## src/rtl/lz4_sequence_encoder.sv

```systemverilog
// LZ4 sequence encoder: turns (lit_len, match_len, offset, last) commands plus a literal stream
// into LZ4 bytes through one registered output stage; the token appears the cycle after accept, and out_ready stalls the whole pipe.
module lz4_sequence_encoder #(
    parameter int LEN_W = 16
) (
    input  logic             clk,
    input  logic             rst,
    input  logic             seq_valid,
    output logic             seq_ready,
    input  logic [LEN_W-1:0] seq_lit_len,
    input  logic [LEN_W-1:0] seq_match_len,
    input  logic [15:0]      seq_offset,
    input  logic             seq_last,
    input  logic             lit_valid,
    output logic             lit_ready,
    input  logic [7:0]       lit_data,
    output logic             out_valid,
    input  logic             out_ready,
    output logic [7:0]       out_data,
    output logic             out_last,
    output logic             err
);

    typedef enum logic [2:0] {
        IDLE, TOKEN, LIT_EXT, LITERALS, OFF_LO, OFF_HI, MATCH_EXT
    } state_t;

    localparam logic [LEN_W-1:0] L1   = LEN_W'(1);
    localparam logic [LEN_W-1:0] L4   = LEN_W'(4);
    localparam logic [LEN_W-1:0] L15  = LEN_W'(15);
    localparam logic [LEN_W-1:0] L255 = LEN_W'(255);

    state_t           state, state_n;
    logic [LEN_W-1:0] lit_cnt, lit_cnt_n, mlen, mlen_n, ext_rem, ext_rem_n;
    logic [15:0]      offset, offset_n;
    logic             last_q, last_n;
    logic             run;
    logic             out_valid_n, out_last_n, err_n;
    logic [7:0]       out_data_n;
    logic             can_load, accept, bad, load, emit_tok, byte_last;
    logic [7:0]       byte_dat;
    logic [3:0]       tok_hi, tok_lo;
    logic [LEN_W-1:0] c_lit, c_mlen, in_mlen;
    logic             c_last;

    assign can_load  = !out_valid || out_ready;
    assign seq_ready = run && (state == IDLE);
    assign lit_ready = (state == LITERALS) && can_load;
    assign accept    = seq_valid && seq_ready;
    assign in_mlen   = seq_match_len - L4;
    assign bad       = !seq_last && ((seq_match_len < L4) || (seq_offset == 16'd0));

    // Token fields come straight from the command when emitted on the accept cycle.
    assign c_lit  = (state == IDLE) ? seq_lit_len : lit_cnt;
    assign c_mlen = (state == IDLE) ? in_mlen     : mlen;
    assign c_last = (state == IDLE) ? seq_last    : last_q;

    always_comb begin
        state_n   = state;
        lit_cnt_n = lit_cnt;
        mlen_n    = mlen;
        ext_rem_n = ext_rem;
        offset_n  = offset;
        last_n    = last_q;
        err_n     = 1'b0;
        load      = 1'b0;
        emit_tok  = 1'b0;
        byte_dat  = 8'h00;
        byte_last = 1'b0;
        tok_hi    = (c_lit >= L15) ? 4'hF : c_lit[3:0];
        tok_lo    = c_last ? 4'h0 : ((c_mlen >= L15) ? 4'hF : c_mlen[3:0]);

        case (state)
            IDLE: begin
                if (accept) begin
                    if (bad) begin
                        err_n = 1'b1;
                    end else begin
                        lit_cnt_n = seq_lit_len;
                        mlen_n    = in_mlen;
                        offset_n  = seq_offset;
                        last_n    = seq_last;
                        if (can_load) emit_tok = 1'b1;
                        else          state_n  = TOKEN;
                    end
                end
            end
            TOKEN: begin
                if (can_load) emit_tok = 1'b1;
            end
            LIT_EXT, MATCH_EXT: begin
                if (can_load) begin
                    load = 1'b1;
                    if (ext_rem >= L255) begin
                        byte_dat  = 8'hFF;
                        ext_rem_n = ext_rem - L255;
                    end else begin
                        byte_dat  = ext_rem[7:0];
                        ext_rem_n = '0;
                        state_n   = (state == LIT_EXT) ? LITERALS : IDLE;
                    end
                end
            end
            LITERALS: begin
                if (lit_valid && lit_ready) begin
                    load      = 1'b1;
                    byte_dat  = lit_data;
                    lit_cnt_n = lit_cnt - L1;
                    if (lit_cnt == L1) begin
                        byte_last = last_q;
                        state_n   = last_q ? IDLE : OFF_LO;
                    end
                end
            end
            OFF_LO: begin
                if (can_load) begin
                    load     = 1'b1;
                    byte_dat = offset[7:0];
                    state_n  = OFF_HI;
                end
            end
            OFF_HI: begin
                if (can_load) begin
                    load     = 1'b1;
                    byte_dat = offset[15:8];
                    if (mlen >= L15) begin
                        ext_rem_n = mlen - L15;
                        state_n   = MATCH_EXT;
                    end else begin
                        state_n   = IDLE;
                    end
                end
            end
            default: state_n = IDLE;
        endcase

        if (emit_tok) begin
            load      = 1'b1;
            byte_dat  = {tok_hi, tok_lo};
            byte_last = c_last && (c_lit == '0);
            if (c_lit >= L15) begin
                ext_rem_n = c_lit - L15;
                state_n   = LIT_EXT;
            end else if (c_lit != '0) begin
                state_n = LITERALS;
            end else begin
                state_n = c_last ? IDLE : OFF_LO;
            end
        end

        out_valid_n = can_load ? load : out_valid;
        out_data_n  = load ? byte_dat : out_data;
        out_last_n  = load ? byte_last : (can_load ? 1'b0 : out_last);
    end

    always_ff @(posedge clk or negedge rst) begin
        if (!rst) state <= IDLE;
        else      state <= state_n;
    end

    always_ff @(posedge clk or negedge rst) begin
        if (!rst) begin
            run       <= 1'b0;
            lit_cnt   <= '0;
            mlen      <= '0;
            ext_rem   <= '0;
            offset    <= 16'd0;
            last_q    <= 1'b0;
            out_valid <= 1'b0;
            out_data  <= 8'h00;
            out_last  <= 1'b0;
            err       <= 1'b0;
        end else begin
            run       <= 1'b1;
            lit_cnt   <= lit_cnt_n;
            mlen      <= mlen_n;
            ext_rem   <= ext_rem_n;
            offset    <= offset_n;
            last_q    <= last_n;
            out_valid <= out_valid_n;
            out_data  <= out_data_n;
            out_last  <= out_last_n;
            err       <= err_n;
        end
    end

endmodule

```

## config.mk

```make
export PLATFORM = sky130hd
export DESIGN_NAME = lz4_sequence_encoder
export DESIGN_NICKNAME = d
export VERILOG_FILES = /design/src/rtl/lz4_sequence_encoder.sv
export SDC_FILE = /design/constraint.sdc
export NUM_CORES = 1
export LEC_CHECK = 0
export ABC_AREA = 1
export CORE_ASPECT_RATIO = 1.25
export CORE_MARGIN = 1
export CORE_UTILIZATION = 25
export DETAILED_ROUTE_END_ITERATION = 8
export MAX_ROUTING_LAYER = met4
export PLACE_DENSITY = 0.51
export SLEW_MARGIN = 40
export SYNTH_ARGS = -nofsm -noshare
export SYNTH_HDL_FRONTEND = slang
export SYNTH_SLANG_ARGS = --single-unit
export TNS_END_PERCENT = 100
```

## constraint.sdc

```tcl
create_clock -name clk -period 3.9 [get_ports clk]
set_input_delay 0.78 -clock clk [delete_from_list [all_inputs] [get_ports clk]]
set_output_delay 0.78 -clock clk [all_outputs]
set_load 0.005 [all_outputs]
```

Word-level counts from Yosys, hierarchy flattened

Index checks and enable logic that the tools add are counted.

Register bits after elaboration: 80

Equal/unequal tests: 20
Reduce and logical (&&, ||, !) cells: 21
$lt $le $gt $ge: 5
Mux-type cells: 57
Add/subtract/negate cells: 5
Bitwise gates (word level): 1

Operators by type and width:

| operator              | number |
|---|---|
| $mux 16               | 11 |
| $pmux 16 s2           | 2 |
| $ge 16x4->1 const B   | 3 |
| $mux 8                | 6 |
| $mux 3                | 15 |
| $logic_not 16->1      | 2 |
| $pmux 8 s4            | 1 |
| $sub 16x4->16 const B | 2 |
| $ne 3x3->1 const B    | 7 |
| $pmux 3 s6            | 1 |
| $eq 16x1->1 const B   | 1 |
| $ge 16x8->1 const B   | 1 |
| $lt 16x3->1 const B   | 1 |
| $reduce_bool 16->1    | 1 |
| $sub 16x1->16 const B | 1 |
| $sub 16x3->16 const B | 1 |
| $sub 16x8->16 const B | 1 |
| $mux 1                | 15 |
| $mux 4                | 3 |
| $reduce_and 10->1     | 1 |
| $eq 3x3->1 const B    | 3 |
| $eq 3x2->1 const B    | 2 |
| $logic_and 1x1->1     | 6 |
| $ne 2x2->1 const B    | 3 |
| other kinds (14)      | 19 |

Logic depth before layout (Yosys ltp)

Gate-level depths: netlist of run 1.

Depth after elaboration: 8
Mapped depth: 17
Mapped depth without buffers: 15

Least setup slack after synthesis of run 1

Ideal clock, no wire load.

Path type: in2reg
Start: input port seq_match_len[2]
End: register state[2]
Setup time: 0.120 ns
Data required time: 3.780 ns
Setup slack: 1.451 ns
Stages on the path: 14
Arrival: 2.328 ns
Path through: inv_1 -> ha_1 -> nand2_1 -> nor2_2 -> nand2_1 -> o21ai_0 -> nand2_1 -> nand2_2 -> nand2_1 -> nand2_2 -> buf_2 -> nor2_1 -> o21ai_1 -> nand2_1

Longest elaborated chain between the ends: 8
Elaborated cells between the ends (all ways): 18

RTL lines:

| what                                               | RTL line | source |
|---|---|---|
| start: declaration                                 | 11       | `input logic [LEN_W-1:0] seq_match_len,` |
| $lt 16x3->1 (*)                                    | 51       | `assign bad = !seq_last && ((seq_match_len < L4) \|\| (seq_offset == 16'd0));` |
| $logic_or 1x1->1 (*)                               | 51       |  |
| $logic_and 1x1->1 (*)                              | 51       |  |
| $mux 1                                             | 76       | `if (bad) begin` |
| $mux 1                                             | 75       | `if (accept) begin` |
| $pmux 1 s2                                         | 73       | `case (state)` |
| $ne 3x3->1 (no line), or another cell as far along | n/a      |  |
| $reduce_and 10->1 (no line)                        | n/a      |  |
| end signal: assignment                             | 158      | `else state <= state_n;` |
| end: declaration                                   | 33       | `state_t state, state_n;` |

Every way passes the cells marked *; elsewhere a longest branch is shown, timed or not.
A chain may end at the register's enable or synchronous reset.

Worst setup path after layout of run 1

Start: input port seq_match_len[2]
End: register ext_rem[10]

Longest elaborated chain between the ends: 7

RTL lines:

| what                    | RTL line | source |
|---|---|---|
| $lt 16x3->1             | 51       |  |
| $logic_or 1x1->1        | 51       |  |
| $logic_and 1x1->1       | 51       |  |
| $mux 1                  | 76       |  |
| $mux 1                  | 75       |  |
| $pmux 1 s2              | 73       |  |
| $mux 16                 | 137      | `if (emit_tok) begin` |
| named net ext_rem_n[10] | 34       | `logic [LEN_W-1:0] lit_cnt, lit_cnt_n, mlen, mlen_n, ext_rem, ext_rem_n;` |
| end signal: assignment  | 177      | `ext_rem <= ext_rem_n;` |
| end: declaration        | 34       |  |

The timed path passes the listed nets, and every way through them passes these cells.

==> results.sh, run 1 <==
export IMPL_outcome="completed"
export IMPL_syn_num_nets=1007
export IMPL_utilization_pct=30.94
export IMPL_clock_sinks=80
export IMPL_routed_wl_met2_mm=9.186
export IMPL_crit_end="ext_rem[10]$_DFF_PN0_"
export IMPL_clock_skew_ns=0.01057
export IMPL_cts_tree="built"
export IMPL_synth_top_cell_area_share_pct=32.37
export IMPL_io_buffers=74
export IMPL_dr_pass1_iters=7
export IMPL_startpoint_type="input port"
export IMPL_p_int_mw=2.942
export IMPL_yosys_warnings=0
export IMPL_dieArea_um2=25380
export IMPL_r2r_end="ext_rem[6]$_DFF_PN0_"
export IMPL_final_cell_mix="nand2_1, inv_1, o21ai_0"
export IMPL_period_minus_slack_ns=3.127
export IMPL_maxCapViolations=0
export IMPL_switchingPower_mw=2.792
export IMPL_r2r_cells=12
export IMPL_area_growth_pct=22.17
export IMPL_required_ns=4.14
export IMPL_dp_hpwl_mm=14.56
export IMPL_numCtsBuffers=9
export IMPL_vias_per_cell=4.662
export IMPL_cp_startpoint="seq_match_len[2]"
export IMPL_path_class="in -> reg"
export IMPL_num_antenna_cells=0
export IMPL_crit_chain="clkdlybuf4s50_1 -> inv_1 -> ha_1 -> nand2_1 -> nor2_2 -> nand2_1 -> o21ai_0 -> nand2_1 -> nand2_2 -> nand2_1 -> nand2_2 -> nor2_8 -> inv_8 -> nand3_1 -> nand2_1 -> inv_1"
export IMPL_vias=6242
export IMPL_fmax_mhz=319.8
export IMPL_drt_met1_wl_mm=8.653
export IMPL_top_layer="met4"
export IMPL_synth_enable_flop_cells=0
export IMPL_synthCells=938
export IMPL_nets=1073
export IMPL_critPathArrivalTime_ns=3.37
export IMPL_wl_per_cell_um=14.13
export IMPL_p_leak_nw=3.484
export IMPL_whs_ns=0.4141
export IMPL_ys_seq_area_share_pct=32.37
export IMPL_final_max_slew_viol_count=0
export IMPL_cp_end_kind="flip-flop"
export IMPL_min_path_type="in -> async"
export IMPL_crit_path_frequent_cell="nand2_1"
export IMPL_rows=64
export IMPL_die_w_um=142.7
export IMPL_antenna_left=0
export IMPL_die_y_um=177.9
export IMPL_r2r_slack_ns=1.02
export IMPL_pwr_share_clk_pct=16.8
export IMPL_synth_area_per_cell_um2=6.593
export IMPL_grt_max_degree=65
export IMPL_final_cell_count_no_fill=1339
export IMPL_hold_viol_final=0
export IMPL_slowest_delay_ns=0.44
export IMPL_worst_slew_pin_slew_ns=0.7564
export IMPL_final_common_cell="nand2_1"
export IMPL_placedCellCount=1323
export IMPL_ctsHoldBuffers=0
export IMPL_cp_max_fo=19
export IMPL_drt_iter0_drc=346
export IMPL_postCtsResizedCells=0
export IMPL_tns_ns=0
export IMPL_sw_frac_of_total_pct=48.69
export IMPL_critPathSlowestCell="clkdlybuf4s50_1"
export IMPL_track_usage_pct=16.18
export IMPL_drive_above_1_share_pct=8.127
export IMPL_h_tree_depth=3
export IMPL_place_congestion=0.9129
export IMPL_async_flop_share_pct=100.0
export IMPL_antenna_found_initial=0
export IMPL_p_seq_share_pct=27.7
export IMPL_total_power_mw=5.734
export IMPL_insertion_delay_ns=0.35
export IMPL_synth_distinct_cells=46
export IMPL_rsz0062_at_grt="no"
export IMPL_synth_area_leaders="dfrtp_1, nand2_1, o21ai_0"
export IMPL_powerDensity_nw_per_um2=758.9
export IMPL_clockBufferDepth=2
export IMPL_start_util_pct=25.32
export IMPL_drc=0
export IMPL_coreArea_um2=24420
export IMPL_synthFlopType="dfrtp_1"
export IMPL_drt_wl_total_mm=18.92
export IMPL_reg2reg_from="state[2]$_DFFE_PN0P_"
export IMPL_slew_headroom_pct=49.39
export IMPL_clk_pin_slew_ns=0.06
export IMPL_grt_pass1_wl_mm=30.88
export IMPL_clock_root_buffer="clkbuf_16"
export IMPL_setup_viol=0
export IMPL_synth_area_leader_cell="dfrtp_1"
export IMPL_routed_wl_met3_um=776
export IMPL_ys_ff_latch=80
export IMPL_syn_area_um2=6185
export IMPL_grt_pass1_vias=6007
export IMPL_finalCritPeriodShare_pct=80.19
export IMPL_cts_setup_buffers=0
export IMPL_p_comb_share_pct=55.6
export IMPL_pin_count=75
export IMPL_grt_overflow_total=0
export IMPL_peakVddDrop_mv=0.2619
## area by class of cell
cell class	instances	area, um^2
fill	2699	16870
multi-input combinational	711	3551
sequential	80	2002
timing repair buffer	80	787.0
inverter	122	470.5
tap	330	412.9
clock buffer	12	256.5
clock inverter	4	76.32
## sequential cells by signal, summed over array words and instances (netlist names)
name / flops
ext_rem: 16
lit_cnt: 16
mlen: 16
offset: 16
out_data: 8
state: 3
err: 1
last_q: 1
out_last: 1
out_valid: 1
run: 1
## power groups by stage
stage	sequential, mW	clock, mW	combinational, mW
after floorplan	1.50	0	2.43
after global placement	1.60	0	3.17
after detailed placement	1.59	0	3.19
after CTS	1.58	0.977	3.21
after global routing	1.64	1.01	3.64
final	1.59	0.961	3.19
## worst min-delay path by stage
stage / endpoint / slack (ns) / cells after the start
after floorplan: last_q$_DFFE_PN0P_ / 0.45 / 2
after global placement: offset[4]$_DFFE_PN0P_ / 0.47 / 2
after detailed placement: offset[1]$_DFFE_PN0P_ / 0.47 / 2
after CTS: offset[4]$_DFFE_PN0P_ / 0.49 / 2
after global routing: state[0]$_DFFE_PN0P_ / 0.46 / 1
final: last_q$_DFFE_PN0P_ / 0.41 / 1
## critical path: cells and delay by family
kind	cells	cell delay, ns
buffers and inverters	4	0.71
AO/OA/AOI/OAI	1	0.16
AND/OR/NAND/NOR	10	1.51
adder cells (fa/ha/maj)	1	0.21
## layer usage
metal	global-route usage, %	vias up
met5	-	-
met4	4.435	0
met3	2.213	21
met2	27.47	168
met1	19.97	2872
li1	-	3181
## cells in the mapped netlist, types with 3 or more instances
cell,n
nand2_1,266
inv_1,110
o21ai_0,106
nor2_1,93
dfrtp_1,80
nand3_1,59
a21oi_1,29
xor2_1,24
nand4_1,17
o211ai_1,14
nor2_2,13
o21ai_2,12
nor3_1,11
buf_2,10
clkbuf_1,9
inv_2,9
nand2_2,8
o21ai_1,8
ha_1,7
a221oi_1,6
nand3b_1,5
nor2_4,5
o22ai_1,4
a21oi_2,3
o31ai_1,3
## logic make-up after synthesis
kind of cell	share of synthesized area (%)
DFF	32.37
other	0.06063
adders and majority gates	1.416
buffers and inverters	10.22
AOI/OAI and AO/OA	18.39
xor gates and xnor gates	3.540
and+or+nand+nor	34.01
## through the flow
stage	worst slack, ns	instance area (um^2)
after floorplan	1.451	6185
after global placement	0.4954	7219
after detailed placement	0.3987	7219
after CTS	0.7554	7552
after global routing	0.4924	7556
final	0.7727	7556
Power figures use the tool's default switching activity.
==> run 2: changes to the inputs <==
- PLACE_DENSITY: 0.51 -> 0.53
- clock period: 3.9 -> 2.7 ns (I/O delays scaled with it)
==> results.sh, run 2 (synthesis results as in run 1) <==
export IMPL_powerDensity_nw_per_um2=1067
export IMPL_path_class="reg -> out"
export IMPL_clk_pin_slew_ns=0.06
export IMPL_multi_input_area_um2=3557
export IMPL_fmax_mhz=398.6
export IMPL_place_congestion=0.9360
export IMPL_p_seq_share_pct=26.7
export IMPL_p_comb_share_pct=57.9
export IMPL_slowest_delay_ns=0.50
export IMPL_die_y_um=177.9
export IMPL_startpoint_type="flip-flop"
export IMPL_critPathArrivalTime_ns=1.97
export IMPL_h_tree_depth=3
export IMPL_dp_hpwl_mm=14.76
export IMPL_track_usage_pct=16.22
export IMPL_drive_above_1_share_pct=13.32
export IMPL_min_path_type="in -> async"
export IMPL_pwr_share_clk_pct=15.3
export IMPL_io_buffers=74
export IMPL_numCtsBuffers=9
export IMPL_vias_per_cell=4.572
export IMPL_final_max_slew_viol_count=0
export IMPL_p_leak_nw=3.769
export IMPL_p_int_mw=4.500
export IMPL_dieArea_um2=25380
export IMPL_regArea_um2=2002
export IMPL_setup_ws_ns=0.1910
export IMPL_final_cell_mix="nand2_1, inv_1, o21ai_0"
export IMPL_drt_wl_total_mm=18.83
export IMPL_antenna_left=0
export IMPL_cp_max_fo=24
export IMPL_hold_viol_final=0
export IMPL_cts_tree="built"
export IMPL_num_antenna_cells=0
export IMPL_crit_path_frequent_cell="nor2_4"
export IMPL_antenna_found_initial=0
export IMPL_place_ws_ns=-0.2582
export IMPL_clockBufferDepth=2
export IMPL_clock_sinks=80
export IMPL_grt_pass1_vias=6207
export IMPL_r2r_cells=12
export IMPL_sw_frac_of_total_pct=47.43
export IMPL_outcome="completed"
export IMPL_pin_count=75
export IMPL_drc=0
export IMPL_period_minus_slack_ns=2.509
export IMPL_grt_overflow_total=0
export IMPL_slew_headroom_pct=61.81
export IMPL_setup_viol=0
export IMPL_switchingPower_mw=4.061
export IMPL_grt_pass1_wl_mm=31.19
export IMPL_insertion_delay_ns=0.35
export IMPL_start_util_pct=25.32
export IMPL_die_w_um=142.7
export IMPL_required_ns=2.16
export IMPL_coreArea_um2=24420
export IMPL_clock_skew_ns=0.009490
export IMPL_peakVddDrop_mv=0.4913
export IMPL_finalCritPeriodShare_pct=92.93
export IMPL_whs_ns=0.1949
export IMPL_nets=1131
export IMPL_rows=64
export IMPL_final_cell_count_no_fill=1396
export IMPL_r2r_slack_ns=0.21
export IMPL_dr_pass1_iters=5
export IMPL_vias=6382
export IMPL_placedCellCount=1379
export IMPL_worst_slew_pin_slew_ns=0.5728
export IMPL_critPathSlowestCell="clkdlybuf4s50_1"
export IMPL_grt_max_degree=49
export IMPL_crit_chain="nor2_4 -> nand2_4 -> buf_12 -> nor2_4 -> clkdlybuf4s50_1"
export IMPL_wl_per_cell_um=13.49
export IMPL_drt_iter0_drc=325
export IMPL_area_growth_pct=29.78
export IMPL_maxCapViolations=0
export IMPL_filler_cell_count=2648
export IMPL_cp_end_kind="output port"
export IMPL_final_common_cell="nand2_1"
export IMPL_clock_root_buffer="clkbuf_16"
==> run 2: changes by cell type in the layout (fill, tap and decap cells not counted), sizes merged <==
cell / change
clkbuf: -2
clkinv: +2
inv: -1
buf: +58
==> run 2: what timing repair did <==
item | CTS | global route
setup buffers | 0 | 2
endpoints found under the setup margin | 0 | 29
hold buffers | 0 | 0
gates resized for setup | 0 | 3
==> run 2: critical path: cells and delay by family (launching register included) <==
kind,cells,cell delay (ns)
simple gates,3,0.46
buf+inv,2,0.70
flops,1,0.46
==> run 2: power by group through the flow <==
stage	logic [mW]	registers (mW)	clock network [mW]
after CTS	4.97	2.28	1.36
after detailed placement	4.94	2.30	0
after global placement	4.89	2.30	0
after global routing	5.65	2.37	1.41
after floorplan	3.51	2.17	0
final	4.96	2.29	1.31
==> run 2: metal layers <==
layer | up-vias | track usage (%) | share of wire (%)
met5 | - | - | 0
met3 | 20 | 2.644 | 4.1
met4 | 0 | 4.301 | 1.4
met1 | 2914 | 20.40 | 46
met2 | 149 | 26.82 | 48
li1 | 3299 | - | -
==> run 2: final cells by class <==
class,instances,area share (%)
clock buffers,10,2.853
clock inverters,5,1.029
inverters,122,5.908
multi-input cells,711,44.32
flip-flops and latches,80,24.94
well taps,330,5.144
repair buffers,138,15.81
==> run 2: worst paths after layout <==
path	start	endpoint
setup / recovery	state[2]$_DFFE_PN0P_	seq_ready
hold / removal	rst	run$_DFF_PN0_
setup reg to reg	mlen[0]$_DFFE_PN0P_	ext_rem[9]$_DFF_PN0_
hold reg to reg	offset[6]$_DFFE_PN0P_	offset[6]$_DFFE_PN0P_
max in group asynchronous	rst	mlen[15]$_DFFE_PN0P_
min in group clk	offset[6]$_DFFE_PN0P_	offset[6]$_DFFE_PN0P_
==> run 2: metrics by stage <==
| stage | util (%) | power [mW] | cell area (um^2) | setup TNS (ns) |
|---|---|---|---|---|
| global route | 32.86 | 9.425 | 8026 | -0.002602 |
| CTS | 32.76 | 8.608 | 8001 | 0 |
| detailed placement | 31.49 | 7.238 | 7690 | -11.26 |
| global placement | 31.49 | 7.181 | 7690 | -6.760 |
| floorplan | - | 5.681 | 6185 | 0 |
| finish | 32.86 | 8.561 | 8026 | 0 |
==> run 3: changes to the inputs <==
- CORE_UTILIZATION: 25 -> 52
- PLACE_DENSITY: 0.53 -> 0.87
==> results.sh, run 3 (synthesis results as in run 1) <==
export IMPL_pin_count=75
export IMPL_dpl_cell_area_um2=7331
export IMPL_hold_viol_final=0
export IMPL_peakVddDrop_mv=0.6117
export IMPL_critPathSlowestCell="clkdlybuf4s50_1"
export IMPL_slew_headroom_pct=51.09
export IMPL_coreArea_um2=11620
export IMPL_min_path_type="in -> async"
export IMPL_cp_max_fo=13
export IMPL_final_max_slew_viol_count=0
export IMPL_outcome="completed"
export IMPL_period_minus_slack_ns=2.480
export IMPL_final_common_cell="nand2_1"
export IMPL_rows=44
export IMPL_vias=6561
export IMPL_grt_max_degree=42
export IMPL_postCtsResizedCells=0
export IMPL_start_util_pct=53.24
export IMPL_die_w_um=99.55
export IMPL_h_tree_depth=3
export IMPL_fmax_mhz=403.2
export IMPL_grt_pass1_vias=6148
export IMPL_antenna_left=0
export IMPL_num_antenna_cells=0
export IMPL_setup_viol=0
export IMPL_setup_ws_ns=0.2198
export IMPL_cts_tree="built"
export IMPL_final_cell_mix="nand2_1, inv_1, o21ai_0"
export IMPL_vias_per_cell=5.431
export IMPL_crit_buf_inv=2
export IMPL_dieArea_um2=12340
export IMPL_area_growth_pct=23.71
export IMPL_slowest_delay_ns=0.50
export IMPL_worst_slew_pin_slew_ns=0.7309
export IMPL_clk_pin_slew_ns=0.06
export IMPL_grt_overflow_total=0
export IMPL_grt_pass1_wl_mm=28.23
export IMPL_clockBufferDepth=2
export IMPL_drt_iter0_drc=439
export IMPL_numCtsBuffers=9
export IMPL_io_buffers=74
export IMPL_dp_hpwl_mm=13.37
export IMPL_drt_wl_total_mm=17.34
export IMPL_total_power_mw=8.500
export IMPL_critPathArrivalTime_ns=1.94
export IMPL_maxCapViolations=0
export IMPL_insertion_delay_ns=0.35
export IMPL_startpoint_type="flip-flop"
export IMPL_drc=0
export IMPL_critical_path_top_delay_family="buffers and inverters"
export IMPL_antenna_found_initial=0
export IMPL_drive_above_1_share_pct=11.46
export IMPL_track_usage_pct=29.95
export IMPL_nets=1111
export IMPL_clock_root_buffer="clkbuf_16"
export IMPL_crit_path_frequent_cell="nor2_4"
export IMPL_dr_pass1_iters=6
export IMPL_clock_skew_ns=0.007011
export IMPL_wl_per_cell_um=14.35
export IMPL_clock_sinks=80
export IMPL_finalCritPeriodShare_pct=91.86
export IMPL_cp_end_kind="output port"
export IMPL_rsz0062_at_grt="no"
export IMPL_ctsHoldBuffers=0
export IMPL_design_area_um2=7651
export IMPL_crit_chain="nor2_4 -> nand2_4 -> buf_4 -> nor2_4 -> clkdlybuf4s50_1"
export IMPL_place_ws_ns=-0.1252
export IMPL_place_congestion=1.056
export IMPL_path_class="reg -> out"
export IMPL_required_ns=2.16
export IMPL_cts_setup_buffers=0
export IMPL_die_y_um=123.9
export IMPL_utilization_pct=65.87
export IMPL_p_leak_nw=3.673
export IMPL_powerDensity_nw_per_um2=1111
[run 3: changes by cell type in the layout (fill, tap and decap cells not counted), sizes merged]
cell and change:
buf -20, clkinvlp -1, inv +2
[run 3: per-layer routing]
layer,share of wire (%),up-vias,track usage [%],wire (um)
met5,0,-,-,0
met3,6.1,44,4.489,1050
met4,3.2,0,12.22,550
met2,50,253,52.26,8734
met1,40,2998,34.71,7001
li1,-,3266,-,-
[run 3: stage by stage]
step / std cells / hold slack (ns) / TNS, ns
after global placement: 1192 / 0.4666 / -0.06503
after detailed placement: 1192 / 0.4766 / -0.8637
after floorplan: 938 / 0.2444 / 0
after global routing: 1208 / 0.2384 / 0
after CTS: 1208 / 0.2078 / 0
final: 1208 / 0.1859 / 0
[run 3: final cells by class]
cell class	count	area [um^2]
fill	999	3965
multi-input combinational	711	3551
sequential	80	2002
timing repair buffer	118	1106
inverter	122	470.5
clock buffer	10	229.0
tap	161	201.4
clock inverter	6	91.34
[run 3: final timing paths]
kind	start	cells past startpoint	slack, ns	to
min in group clk	out_data[6]$_DFFE_PN0P_	2	0.49	out_data[6]$_DFFE_PN0P_
max in group asynchronous	rst	2	1.91	out_data[6]$_DFFE_PN0P_
worst min-delay path	rst	1	0.19	mlen[13]$_DFFE_PN0P_
worst min register to register	out_data[6]$_DFFE_PN0P_	2	0.49	out_data[6]$_DFFE_PN0P_
worst max-delay path	state[1]$_DFFE_PN0P_	5	0.22	seq_ready
worst max register to register	mlen[0]$_DFFE_PN0P_	11	0.25	ext_rem[6]$_DFF_PN0_
[run 3: worst register-to-register path, cell delays in order, from the launching register on]
cell and delay (ns):
dfrtp_1 0.43, ha_1 0.25, nand3_1 0.15, nand4_1 0.20, nor2_2 0.23, nand2_1 0.15, nand2_2 0.15, inv_1 0.23
o21ai_0 0.21, a21oi_1 0.07, o21ai_0 0.17, o21ai_0 0.10
[run 3: report_power, final]
part | internal [mW] | total, mW | switching [mW]
registers | 1.79 | 2.29 | 0.502
clock network | 0.815 | 1.34 | 0.526
logic | 1.84 | 4.86 | 3.02
